<file path="src/rtl/booth_seq_mult_pkg.sv">
// Shared widths, step count and FSM state encoding for the sequential Booth multiplier.
package booth_seq_mult_pkg;

    localparam int OP_W    = 8;
    localparam int PROD_W  = 2 * OP_W;
    localparam int N_STEPS = 8;
    localparam int CNT_W   = 3;

    // State set: IDLE -> RUN -> DONE -> IDLE
    localparam logic [1:0] IDLE = 2'd0;
    localparam logic [1:0] RUN  = 2'd1;
    localparam logic [1:0] DONE = 2'd2;

    localparam logic [CNT_W-1:0] LAST_STEP = CNT_W'(N_STEPS - 1);

endpackage

</file>
<file path="src/rtl/booth_seq_mult_booth.sv">
// One combinational radix-2 Booth step: add/subtract M by Q[1:0], then shift {A,Q} right.
module booth
    import booth_seq_mult_pkg::*;
(
    input  logic [OP_W-1:0] a_in,
    input  logic [OP_W-1:0] m,
    input  logic [OP_W:0]   q,
    output logic [OP_W-1:0] a_out,
    output logic [OP_W:0]   q_out
);

    logic signed [OP_W:0] a_ext;
    logic signed [OP_W:0] m_ext;
    logic signed [OP_W:0] sum;

    // The sum carries one guard bit so that M=-128 stays exact; the
    // post-shift accumulator always fits back into OP_W bits.
    always_comb begin
        a_ext = {a_in[OP_W-1], a_in};
        m_ext = {m[OP_W-1], m};
        unique case (q[1:0])
            2'b10:   sum = a_ext - m_ext;
            2'b01:   sum = a_ext + m_ext;
            default: sum = a_ext;
        endcase
        a_out = sum[OP_W:1];
        q_out = {sum[0], q[OP_W:1]};
    end

endmodule

</file>
<file path="src/rtl/booth_seq_mult.sv">
// Sequential signed 8x8 Booth multiplier: one step per clock, valid/ready on both sides.
module booth_seq_mult
    import booth_seq_mult_pkg::*;
#(
    parameter int WIDTH = OP_W
) (
    input  logic               clk,
    input  logic               rst,
    input  logic               in_valid,
    output logic               in_ready,
    input  logic [WIDTH-1:0]   multiplicand,
    input  logic [WIDTH-1:0]   multiplier,
    output logic               out_valid,
    input  logic               out_ready,
    output logic [2*WIDTH-1:0] product
);

    logic [1:0]              state;
    logic signed [WIDTH-1:0] a;
    logic signed [WIDTH-1:0] m;
    logic [WIDTH:0]          q;
    logic [CNT_W-1:0]        count;
    logic [WIDTH-1:0]        a_step;
    logic [WIDTH:0]          q_step;

    booth u_booth (
        .a_in  (a),
        .m     (m),
        .q     (q),
        .a_out (a_step),
        .q_out (q_step)
    );

    always_ff @(posedge clk or posedge rst) begin
        if (rst) begin
            state <= IDLE;
            a     <= '0;
            m     <= '0;
            q     <= '0;
            count <= '0;
        end else begin
            case (state)
                IDLE: begin
                    if (in_valid) begin
                        a     <= '0;
                        m     <= multiplicand;
                        q     <= {multiplier, 1'b0};
                        count <= '0;
                        state <= RUN;
                    end
                end
                RUN: begin
                    a     <= a_step;
                    q     <= q_step;
                    count <= count + 1'b1;
                    if (count == LAST_STEP) state <= DONE;
                end
                DONE: begin
                    if (out_ready) state <= IDLE;
                end
                default: state <= IDLE;
            endcase
        end
    end

    assign in_ready  = (state == IDLE);
    assign out_valid = (state == DONE);
    assign product   = {a, q[WIDTH:1]};

endmodule

</file>
<file path="config.mk">
export PLATFORM = sky130hd
export DESIGN_NAME = booth_seq_mult
export DESIGN_NICKNAME = d
export VERILOG_FILES = /design/src/rtl/booth_seq_mult_pkg.sv /design/src/rtl/booth_seq_mult_booth.sv /design/src/rtl/booth_seq_mult.sv
export SDC_FILE = /design/constraint.sdc
export NUM_CORES = 1
export LEC_CHECK = 0
export BUFFER_PORTS_ARGS = -buffer_cell sky130_fd_sc_hd__buf_4
export CORE_AREA = 2 2 92 94
export DETAILED_ROUTE_END_ITERATION = 10
export DIE_AREA = 0 0 94 96
export GPL_TIMING_DRIVEN = 0
export MAX_ROUTING_LAYER = met4
export SLEW_MARGIN = 20
export SYNTH_ARGS = -nofsm -noshare
export SYNTH_HDL_FRONTEND = slang
export SYNTH_SLANG_ARGS = --single-unit
</file>
<file path="constraint.sdc">
create_clock -name clk -period 4.6 [get_ports clk]
set_input_delay 0.92 -clock clk [delete_from_list [all_inputs] [get_ports clk]]
set_output_delay 0.92 -clock clk [all_outputs]
set_load 0.05 [all_outputs]
</file>
==> metrics.cfg <==
[status]
status=finished, final reports clean

[floorplanning]
initial_core_util_pct=24.2
core_area_um2=8050
die_area_um2=9020
fp.dieW_um=94
ios=38
row_count=33
die_h_um=96

[logic_synthesis]
synth_nets=259
yosysTopAreaCellShare_pct=38.5
synth-edff-count=0
yosysUniqueCellTypes=39
synth_common_cells=nand2_1, dfrtp_1, nor2_1
synthArstFlopShare_pct=100
synth-simple-area-share_pct=20.7
syn_area_um2=1950
ys_seq_area_share_pct=38.5
synth_top_family_by_area=simple AND/OR/NAND/NOR gates
ys.flop_type=dfrtp_1
synthTopCellsByArea=dfrtp_1, nand2_1, ha_1
syn_area_per_cell_um2=8.67
synth_area_leader_cell=dfrtp_1
synth_most_common_cell=nand2_1
synth_mux_area_share_pct=2.69
synthCells=225
ys_ff_latch=30
yosys.area_share.adder_pct=9.36
synth_xor_area_share_pct=4.94
ys_warn_count=0
synth_compound_area_share_pct=16.4

[route]
totalWireLength_um=4950
wl_per_cell_um=13.2
first_iter_violations=112
drtPass1Iterations=4
remaining_drc_errors=0
ant_nets=0
viasPerCell=4.50
via_count=1686

[global_route]
grt_max_degree=31
antenna_found_initial=0
grt_overflow=0
grt_usage_pct=12.1
grt_pass1_wl_um=8220
grt_pass1_vias=1702

[timing]
timing.final.max_slew_violations=0
max_freq_mhz=365
hold_slack_ns=0.503
slew_headroom_pct=56.8
fin_crit_ns=2.74
rsz0062_at_grt=no
worst_pin_slew_ns=0.647
fin_crit_sh_pct=59.5
fin_skew_ns=0.00654
tns_ns=0
finalSetupViolCount=0
hold_viol=0

[clocking]
cts_tree=built
clk_latency_ns=0.28
h-tree-depth=2
clk_pin_slew_ns=0.07
ctsRootBufferMaster=clkbuf_8
cts.sinks=30
cts_setup_buffers=0
cts-resized-gates=0
cts_made_buffers=5
ctsHoldBuffers=0
cts_buffer_depth=2

[critical_path]
arrival_ns=2.94
critPathKind=reg -> reg
ff2ff_path_depth=10
crit_fanout=9
required_ns=4.81
cp-start-kind=flip-flop
cp-end-kind=flip-flop

[finish]
fin_area_um2=2450
final_cells=375
drive_gt1_share_pct=24.4
synthToLayoutAreaGrowth_pct=25.7
n_antenna_cell=0
layout.nets=303

[placement]
place_area_um2=2360
placed_cells=367
dp_hpwl_um=3740
io_buffers=37
finalWeightedCongestion=0.850

[min_path]
hold_depth=1
hp-class=reg -> reg

[job]
max_cap_viol_count=0

==> critical path: stages (launching register included) <==
cell	delay, ns
dfrtp_1	0.40
inv_1	0.10
ha_1	0.18
buf_6	0.13
mux2_2	0.36
fa_1	0.46
a211oi_1	0.34
o211ai_1	0.15
nand2_1	0.13
mux2_2	0.35
o211ai_2	0.07
==> layout by cell type (no fill, tap or decap), drive strengths merged <==
cell    instances
nor3b           3
and2            1
nand3           3
nand4b          1
nand2b          2
clkbuf         10
dfrtp          30
nand2          49
ha             13
o21ai          15
nor2b           3
fa              1
mux2            2
or4             1
a22o            2
a32oi           4
nor2           18
o21bai          1
o211ai          3
inv             7
a31oi           8
xor2            8
o21a            1
o31ai           2
nor3            5
mux2i           3
clkinv          1
a21oi          11
a21o            2
nor4            2
xnor2           3
a211oi          2
buf            53
==> state kept, by name (all words and copies together), names as in the netlist <==
signal	cells
q	9
a	8
m	8
count	3
state	2
==> worst paths after layout <==
path	end	startpoint	slack, ns
max in group asynchronous	q[7]$_DFFE_PP0P_	rst	3.45
min in group asynchronous	m[2]$_DFFE_PP0P_	rst	0.73
worst min-delay path	count[0]$_DFFE_PP0P_	count[0]$_DFFE_PP0P_	0.50
worst min register to register	count[0]$_DFFE_PP0P_	count[0]$_DFFE_PP0P_	0.50
worst max-delay path	a[7]$_DFFE_PP0P_	q[1]$_DFFE_PP0P_	1.86
worst max register to register	a[7]$_DFFE_PP0P_	q[1]$_DFFE_PP0P_	1.86
==> final cells by class <==
cell class                 count  area [um^2]
buffer                        19          119
inverter                       7         26.3
clock inverter                 1         5.00
fill                         867         5600
tap                          105          131
timing repair buffer          37          278
sequential                    30          751
multi-input combinational    169         1050
clock buffer                   7         86.3
==> metal layers <==
metal | share of wire, % | track usage, %
met3 | 5.1 | 2.74
met4 | 0.75 | 2.17
met1 | 44 | 14.6
met5 | 0 | -
met2 | 50 | 21.1
==> logic make-up after synthesis <==
kind of cell | after synthesis
flip-flops | 30
AND/OR/NAND/NOR | 88
adder cells (fa/ha/maj) | 14
XOR/XNOR | 11
multiplexers | 5
AO/OA/AOI/OAI | 51
buffers and inverters | 26
==> per-stage QoR <==
stage,utilization [%],worst slack [ns]
final,30.4,1.86
after global routing,30.4,1.65
after CTS,30.4,1.87
after detailed placement,29.3,1.88
after global placement,29.3,1.89
after floorplan,-,2.12
Power is left out: the tool's default activity adds up to more than one toggle a clock period on the data nets, which glitch-free logic cannot reach.
